## config.mk

```make
export PLATFORM = sky130hd
export DESIGN_NAME = bcd_cascade_counter_flat
export DESIGN_NICKNAME = d
export VERILOG_FILES = /design/src/rtl/bcd_cascade_counter_pkg.sv /design/src/rtl/bcd_cascade_counter_if.sv /design/src/rtl/bcd_cascade_counter_digit.sv /design/src/rtl/bcd_cascade_counter.sv /design/src/flat_wrapper.sv
export SDC_FILE = /design/constraint.sdc
export NUM_CORES = 1
export LEC_CHECK = 0
export ABC_AREA = 1
export BUFFER_PORTS_ARGS = -buffer_cell sky130_fd_sc_hd__buf_2
export CORE_MARGIN = 5
export CORE_UTILIZATION = 47
export DETAILED_ROUTE_END_ITERATION = 16
export PLACE_DENSITY = 0.72
export SETUP_SLACK_MARGIN = 0.02
export SLEW_MARGIN = 40
export SYNTH_ARGS = -nofsm -noshare
export SYNTH_HDL_FRONTEND = slang
export SYNTH_HIERARCHICAL = 1
export SYNTH_SLANG_ARGS = --single-unit
```

## constraint.sdc

```tcl
create_clock -name clk -period 1.5 [get_ports clk]
set_clock_uncertainty 0.05 [all_clocks]
set_input_delay 0.3 -clock clk [delete_from_list [all_inputs] [get_ports clk]]
set_output_delay 0.3 -clock clk [all_outputs]
set_load 0.02 [all_outputs]
```

## src/rtl/bcd_cascade_counter_pkg.sv

```systemverilog
// Shared types and constants for the BCD cascade counter.
// Latency: n/a (types, constants and a combinational helper only).
// Backpressure: n/a.
//
// Contents: bcd_digit_t (one BCD nibble), BCD_MAX / BCD_MIN terminal values,
// bcd_clamp() which forces any non-decimal nibble to BCD_MAX.
package bcd_cnt_pkg;

    typedef logic [3:0] bcd_digit_t;

    localparam bcd_digit_t BCD_MAX = 4'd9;
    localparam bcd_digit_t BCD_MIN = 4'd0;

    // Non-decimal nibbles (A..F) saturate to 9 so a digit register never
    // holds an illegal BCD code.
    function automatic bcd_digit_t bcd_clamp(input bcd_digit_t d);
        return (d > BCD_MAX) ? BCD_MAX : d;
    endfunction

endpackage

```

## src/rtl/bcd_cascade_counter_if.sv

```systemverilog
// Control/data bundle between a counter user and bcd_cascade_counter.
// Latency: n/a (wires only).
// Backpressure: none; enable/load are plain strobes, done feeds downstream enables.
//
// master: drives enable, up, load, load_val; observes count, done, load_err.
// slave : the counter itself.
interface bcd_cascade_counter_if #(
    parameter int DIGITS = 3
);
    logic                  enable;
    logic                  up;
    logic                  load;
    logic [4*DIGITS-1:0]   load_val;
    logic [4*DIGITS-1:0]   count;
    logic                  done;
    logic                  load_err;

    modport master (
        output enable, up, load, load_val,
        input  count, done, load_err
    );

    modport slave (
        input  enable, up, load, load_val,
        output count, done, load_err
    );
endinterface

```

## src/rtl/bcd_cascade_counter_digit.sv

```systemverilog
// One registered BCD digit (0..9) with up/down step, parallel load and terminal detect.
// Latency: q updates 1 cycle after en/ld; term is combinational from q and up.
// Backpressure: none; the digit steps on every edge where en is high.
//
// Ports: clk, reset (sync, active high), en (step enable), up (direction),
//        ld / ld_val (parallel load, ld_val already clamped), q (digit value),
//        term (q is 9 when counting up, 0 when counting down).
module bcd_digit
    import bcd_cnt_pkg::*;
(
    input  logic       clk,
    input  logic       reset,
    input  logic       en,
    input  logic       up,
    input  logic       ld,
    input  bcd_digit_t ld_val,
    output bcd_digit_t q,
    output logic       term
);

    assign term = up ? (q == BCD_MAX) : (q == BCD_MIN);

    always_ff @(posedge clk) begin
        if (reset) begin
            q <= BCD_MIN;
        end else if (ld) begin
            q <= ld_val;
        end else if (en) begin
            if (up) begin
                q <= term ? BCD_MIN : q + 4'd1;
            end else begin
                q <= term ? BCD_MAX : q - 4'd1;
            end
        end
    end

endmodule

```

## src/rtl/bcd_cascade_counter.sv

```systemverilog
// N-digit BCD up/down counter built from a ripple-enable chain of bcd_digit stages.
// Latency: count and load_err update 1 cycle after the edge; done is combinational.
// Backpressure: none; with WRAP=0 the counter holds at terminal while enable stays high.
//
// Ports: clk, reset (sync, active high), bus (slave modport): enable, up, load,
//        load_val, count, done, load_err.
// Build option: define BCD_CASCADE_LOAD_EN to enable parallel load and load_err;
//        otherwise load/load_val are ignored and load_err is tied low.
module bcd_cascade_counter
    import bcd_cnt_pkg::*;
#(
    parameter int DIGITS = 3,
    parameter bit WRAP   = 1'b1
) (
    input  logic                   clk,
    input  logic                   reset,
    bcd_cascade_counter_if.slave   bus
);

    // chain[i] = enable AND every digit below i is terminal; chain[DIGITS] is done.
    logic [DIGITS:0]     chain;
    logic [DIGITS-1:0]   term;
    logic                hold;
    logic                ld;
    bcd_digit_t          q      [DIGITS];
    bcd_digit_t          ld_val [DIGITS];
    logic [4*DIGITS-1:0] count_w;

    assign chain[0] = bus.enable;
    assign bus.done = chain[DIGITS];

    // Saturating build: once the whole counter is terminal, freeze every digit.
    assign hold = (WRAP == 1'b0) && chain[DIGITS];

`ifdef BCD_CASCADE_LOAD_EN
    logic [DIGITS-1:0] bad;
    logic              load_err_q;

    assign ld = bus.load;

    always_ff @(posedge clk) begin
        if (reset) begin
            load_err_q <= 1'b0;
        end else begin
            load_err_q <= bus.load && (|bad);
        end
    end

    assign bus.load_err = load_err_q;
`else
    logic unused_load;

    assign unused_load  = ^{bus.load, bus.load_val};
    assign ld           = 1'b0;
    assign bus.load_err = 1'b0;
`endif

    genvar i;
    generate
        for (i = 0; i < DIGITS; i++) begin : g_digit
            assign chain[i+1] = chain[i] & term[i];

`ifdef BCD_CASCADE_LOAD_EN
            assign bad[i]    = bus.load_val[4*i +: 4] > BCD_MAX;
            assign ld_val[i] = bcd_clamp(bus.load_val[4*i +: 4]);
`else
            assign ld_val[i] = BCD_MIN;
`endif

            bcd_digit u_digit (
                .clk    (clk),
                .reset  (reset),
                .en     (chain[i] & ~hold),
                .up     (bus.up),
                .ld     (ld),
                .ld_val (ld_val[i]),
                .q      (q[i]),
                .term   (term[i])
            );
        end
    endgenerate

    always_comb begin
        count_w = '0;
        for (int d = 0; d < DIGITS; d++) begin
            count_w[4*d +: 4] = q[d];
        end
    end

    assign bus.count = count_w;

endmodule

```

## src/flat_wrapper.sv

```systemverilog
// flat-port wrapper written by rule: the top's interface ports become plain ports
module bcd_cascade_counter_flat import bcd_cnt_pkg::*;
#(
    parameter int DIGITS = 3,
    parameter bit WRAP   = 1'b1
)
  (clk, reset, bus_enable, bus_up, bus_load, bus_load_val, bus_count, bus_done, bus_load_err);
  bcd_cascade_counter_if #(.DIGITS(DIGITS)) bus_i ();
  input  logic clk;
  input  logic reset;
  input wire logic [$bits(bus_i.enable)-1:0] bus_enable;
  input wire logic [$bits(bus_i.up)-1:0] bus_up;
  input wire logic [$bits(bus_i.load)-1:0] bus_load;
  input wire logic [$bits(bus_i.load_val)-1:0] bus_load_val;
  output wire logic [$bits(bus_i.count)-1:0] bus_count;
  output wire logic [$bits(bus_i.done)-1:0] bus_done;
  output wire logic [$bits(bus_i.load_err)-1:0] bus_load_err;
  assign bus_i.enable = bus_enable;
  assign bus_i.up = bus_up;
  assign bus_i.load = bus_load;
  assign bus_i.load_val = bus_load_val;
  assign bus_count = bus_i.count;
  assign bus_done = bus_i.done;
  assign bus_load_err = bus_i.load_err;
  bcd_cascade_counter #(.DIGITS(DIGITS), .WRAP(WRAP)) u_core (.clk(clk), .reset(reset), .bus(bus_i));
endmodule
```

==> metrics.csv, run 1 <==
stage;metric;value;unit
setup_path;WP data arrival;1440;ps
cts;clock tree buffer depth;2;
grt;first-pass GRT wire length;5.55;mm
synth;Mapped Cells;185;
cts;Clock transition at path regs;90;ps
grt;GRT Total Usage;0.202;
grt;vias in the first global route;1302;
finish;max reg flops;12;
drt;via count;1392;
finish;Non-Filler Instances;302;
drt;DRT Pass-1 Iters;4;
grt;initial antenna violation count;0;
setup_path;crit path max fanout;2;
finish;Layout fillers;187;
grt;grt total ovfl;0;
finish;Biggest register;u_core/g_digit.u_digit/q;
outcome;failing checks;negative setup slack;
cts;CTS tree;yes;
drt;DR vias/cell;4.61;
die;row cnt;18;
setup_path;Worst Path Required;1150;ps
placement;GP Congestion;0.869;
timing;RSZ-0062 raised after global routing;true;
die;Starting Density;0.490;
min_path;hold depth;2;
setup_path;CP endpoint kind;primary output;
die;Die Area;0.00367;mm²
cts;clock sink total;12;
synth;synthesized area;0.00120;mm²
drt;post-DR wirelength/cell;10.8;µm
placement;post-placement cell count;285;
finish;largest registers;u_core/g_digit.u_digit/q (12);
setup_path;cells on worst reg2reg path;14;
pwr;VDD IR max;0.593;mV
cts;Clk Latency, worst-skew pair;290;ps
finish;Area Overhead vs Synth;58.7;%
finish;commonest non-fill, non-tap cell in the layout;nand2_1;
pwr;P_int;705;µW
cts;H-tree depth;1;
synth;Avg Cell Area, Syn;6.50;µm²
setup_path;slack of the worst reg-to-reg path;-230;ps
pwr;Power Density;615;mW/mm²
drt;ANT nets after route;0;
setup_path;critical path class;register to primary output;
timing;setup total negative slack;-1360;ps
timing;crit path time final;1790;ps
finish;most frequent cells in the layout;nand2_1, buf_4, conb_1, buf_2, inv_1;
pwr;clock power share;0.184;
die;I/O pins;31;
finish;ratio of cells with drive above 1 in the final layout;0.445;
timing;Final Cycle Share;1.19;
pwr;Flop pwr share;0.320;
timing;fmax;0.560;GHz
finish;post-route cell area;0.00191;mm²
finish;Net count, final;299;
die;Core Region;0.00245;mm²
grt;largest net degree at the start of global routing;13;
drt;Remaining DRCs;0;
die;Die X;60.6;µm
job;max cap viols;0;
min_path;hold crit path type;primary input to register;
finish;ant diodes;0;
timing;endpoints failing hold;0;
placement;Place WS;-93.3;ps
placement;dpl hpwl;2.42;mm
outcome;status;complete, but fails checks;
pwr;static leakage;0.000947;µW
timing;Final WS setup;-286;ps
cts;Num CTS Buffers;3;
pwr;total net switching power;469;µW
timing;final setup fails;10;
timing;Hold Slack;295;ps
drt;Detailed Route WL;3.27;mm
placement;PortBufs;16;
drt;first-iteration detailed-routing DRC count;61;
synth;synthesized flop and latch total;12;
synth;Netlist cell types;22;
setup_path;Worst setup SP type;register;
synth;register area share after synthesis;0.200;
cts;Root Buffer;clkbuf_4;
die;Die Y;60.6;µm
pwr;Gate power share;0.496;
timing;Slew Limit Fails;0;
placement;Placement Cell Area;0.00170;mm²
cts;number of hold buffers added after cts;0;
pwr;Sw Ratio;0.400;
synth;synth warn;6;
[cell type report]
| cell class | instances | area (µm²) | area share |
|---|---|---|---|
| tap | 30 | 37.5 | 0.0197 |
| multi-input combinational | 172 | 1060 | 0.557 |
| clock buffer | 3 | 22.5 | 0.0118 |
| inverter | 30 | 140 | 0.0734 |
| timing repair buffer | 54 | 383 | 0.201 |
| clock inverter | 1 | 3.75 | 0.00197 |
| sequential | 12 | 259 | 0.136 |
[power by group through the flow]
stage | registers [µW] | logic, µW | clock network [µW]
2_1_floorplan | 416 | 300 | 0
3_3_place_gp | 381 | 475 | 0
3_5_place_dp | 382 | 491 | 0
4_1_cts | 374 | 530 | 219
5_1_grt | 379 | 640 | 243
6_report | 375 | 582 | 216
[per-stage QoR]
stage                util  power [µW]
floorplan               -         716
global placement    0.692         856
detailed placement  0.692         874
CTS                 0.743        1120
global route        0.777        1260
finish              0.777        1170
[logic make-up after synthesis]
group / share of synthesized area
compound gates: 0.140
xor+xnor: 0.0437
fa+ha+maj: 0.0937
buf+inv: 0.140
flops: 0.200
other cells: 0.00312
simple gates: 0.379
[path summary, 6_finish.rpt]
path / from / endpoint
max: u_core/g_digit[0].u_digit/q[1] / bus_done
min: reset / u_core/g_digit[0].u_digit/q[3]
max reg2reg: u_core/g_digit[0].u_digit/q[1] / u_core/g_digit[2].u_digit/q[1]
min reg2reg: u_core/g_digit[1].u_digit/q[0] / u_core/g_digit[1].u_digit/q[0]
[what timing repair did]
| item | in CTS | in global routing |
|---|---|---|
| gates resized for setup | 11 | 14 |
| endpoints found under the setup margin | 9 | 12 |
| setup buffers | 9 | 6 |
| pin swaps | 13 | 14 |
[synthesized netlist by cell type, drive strengths merged]
library cell | number | area share
nand2 | 61 | 0.21
inv | 30 | 0.11
nand3 | 16 | 0.096
nor2 | 16 | 0.058
a21oi | 12 | 0.059
dfxtp | 12 | 0.20
ha | 9 | 0.094
a22oi | 6 | 0.037
xnor2 | 6 | 0.044
buf | 4 | 0.034
a31oi | 3 | 0.016
nand4 | 3 | 0.016
o21ai | 3 | 0.012
o22ai | 3 | 0.016
conb | 1 | 0.0031
[critical path, stage by stage, from the launching register on]
cell and delay [ps]:
dfxtp_4 360, inv_4 70, ha_4 120, nand3_2 80, nand2_2 90, nand2_2 70, inv_2 70, nand3_4 90
nor2_4 90, buf_6 110
[metal layers]
metal	part of all wire	global-route usage
met5	0	0
met4	0.013	0.0650
met3	0.039	0.0255
met2	0.48	0.356
met1	0.47	0.253
(Power assumes the default switching activity.)
==> run 2: changes to the inputs <==
- CORE_UTILIZATION: 47 -> 49
- CTS_BUF_LIST: unset -> sky130_fd_sc_hd__clkbuf_2
- PLACE_DENSITY: 0.72 -> unset
- PLACE_DENSITY_LB_ADDON: unset -> 0.25
==> run 2 against run 1 <==
  * The flow still finishes with violations (negative setup slack)
  * Sequential power is essentially flat
  * Global-route usage grew 0.68 points
  * Utilization grew 2.4 points
  * Clock-buffer cell count grew 1
  * Power grew 0.36%
  * Routed wire length grew 8.5%
  * Flip-flop and latch count is the same
  * Via count grew 4.2%
  * Register-to-register slack lost 40 ps
  * Die area shrank 3.4%
==> metrics.csv, run 2 (synthesis gave the netlist of run 1 again) <==
stage;metric;value;unit
pwr;VDD IR max;0.541;mV
drt;ANT nets after route;0;
grt;grt total ovfl;0;
min_path;Hold Path End;u_core/g_digit[1].u_digit/q[0];
cts;H-tree depth;1;
drt;Detailed Route WL;3.55;mm
finish;most frequent cells in the layout;nand2_1, buf_4, conb_1, buf_2, inv_1;
setup_path;Reg-to-Reg Start;u_core/g_digit[1].u_digit/q[0];
pwr;Power Density;610;mW/mm²
drt;first-iteration detailed-routing DRC count;51;
min_path;hold depth;2;
cts;Num CTS Buffers;3;
die;row cnt;18;
placement;dpl hpwl;2.35;mm
setup_path;Crit. Startpoint;u_core/g_digit[1].u_digit/q[0];
finish;largest registers;u_core/g_digit.u_digit/q (12);
cts;number of hold buffers added after cts;0;
grt;first-pass GRT wire length;5.67;mm
drt;post-DR wirelength/cell;11.8;µm
placement;Place WS;-79.7;ps
timing;final setup fails;9;
die;Die Area;0.00354;mm²
job;max cap viols;0;
die;Die Y;59.5;µm
timing;Final WS setup;-317;ps
setup_path;CP endpoint kind;primary output;
outcome;failing checks;negative setup slack;
drt;DRT Pass-1 Iters;5;
cts;clock sink total;12;
grt;initial antenna violation count;0;
die;Core Region;0.00241;mm²
grt;largest net degree at the start of global routing;13;
setup_path;Worst setup SP type;register;
timing;RSZ-0062 raised after global routing;true;
grt;vias in the first global route;1345;
placement;GP Congestion;0.808;
cts;clock tree buffer depth;2;
finish;Biggest register;u_core/g_digit.u_digit/q;
die;Starting Density;0.499;
timing;crit path time final;1820;ps
drt;DR vias/cell;4.82;
finish;post-route cell area;0.00193;mm²
cts;Root Buffer;clkbuf_2;
setup_path;WP data arrival;1470;ps
die;I/O pins;31;
finish;ratio of cells with drive above 1 in the final layout;0.483;
finish;Net count, final;298;
cts;Clk Latency, worst-skew pair;280;ps
min_path;HP Start;reset;
placement;Placement Cell Area;0.00171;mm²
outcome;status;complete, but fails checks;
setup_path;cells on worst reg2reg path;14;
grt;GRT Total Usage;0.208;
finish;commonest non-fill, non-tap cell in the layout;nand2_1;
pwr;static leakage;0.000948;µW
finish;max reg flops;12;
setup_path;Worst Path Required;1150;ps
min_path;hold crit path type;primary input to register;
timing;endpoints failing hold;0;
drt;Remaining DRCs;0;
cts;CTS tree;yes;
placement;PortBufs;16;
setup_path;critical path class;register to primary output;
setup_path;crit path max fanout;4;
cts;Clock transition at path regs;140;ps
pwr;total design power;1180;µW
setup_path;slack of the worst reg-to-reg path;-270;ps
setup_path;reg2reg end;u_core/g_digit[2].u_digit/q[3];
drt;via count;1450;
timing;Final Cycle Share;1.21;
finish;ant diodes;0;
timing;Slew Limit Fails;0;
finish;Area Overhead vs Synth;60.7;%
die;Die X;59.5;µm
timing;fmax;0.550;GHz
-- run 2: cell count changes in the layout (fill, tap and decap cells not counted), sizes merged --
cell | before | now
clkbuf | 3 | 4
clkinv | 1 | 0
buf | 54 | 53
-- run 2: area by class of cell --
type	count	area, µm²
Inverter	30	148
Sequential cell	12	262
Fill cell	157	478
Multi-Input combinational cell	172	1100
Tap cell	30	37.5
Clock buffer	4	20.0
Timing Repair Buffer	53	368
-- run 2: repair_timing --
item	in CTS	in global routing
hold endpoints to repair	0	0
pin swaps	18	13
gates resized for setup	14	23
buffers inserted	10	4
setup endpoints to repair	9	15
-- run 2: worst max-delay path, cell delays in order, from the launching register on --
cell     delay, ps
dfxtp_4        400
inv_4           60
ha_4           130
nand3_2         90
nand2_2         80
nand2_2         60
inv_2           70
nand3_4         80
nor2_4          90
buf_6          120
-- run 2: worst max path at each step --
stage	endpoint	slack [ps]	cells after the start
final	bus_done	-320	9
after global routing	bus_done	-380	9
after CTS	bus_done	-310	9
after detailed placement	u_core/g_digit[2].u_digit/q[1]	-80	12
after global placement	bus_done	-20	9
after floorplan	bus_done	20	8
-- run 2: where the power goes --
part           switching [µW]  internal (µW)
Clock                     128           70.7
Sequential               31.7            343
Combinational             335            269
Total                     494            683
-- run 2: metrics by stage --
| stage | util | std cells | hold WS [ps] | TNS (ps) |
|---|---|---|---|---|
| floorplan | - | 218 | 309 | 0 |
| global placement | 0.708 | 286 | 568 | -42.1 |
| detailed placement | 0.708 | 286 | 581 | -229 |
| CTS | 0.766 | 300 | 280 | -1900 |
| global route | 0.802 | 301 | 297 | -2470 |
| finish | 0.802 | 301 | 307 | -1740 |
-- run 2: metal layers --
| layer | vias to the layer above | part of all wire | global-route usage |
|---|---|---|---|
| li1 | 731 | - | - |
| met1 | 651 | 0.41 | 0.244 |
| met2 | 49 | 0.51 | 0.381 |
| met3 | 19 | 0.048 | 0.0414 |
| met4 | 0 | 0.028 | 0.0570 |
| met5 | - | 0 | 0 |
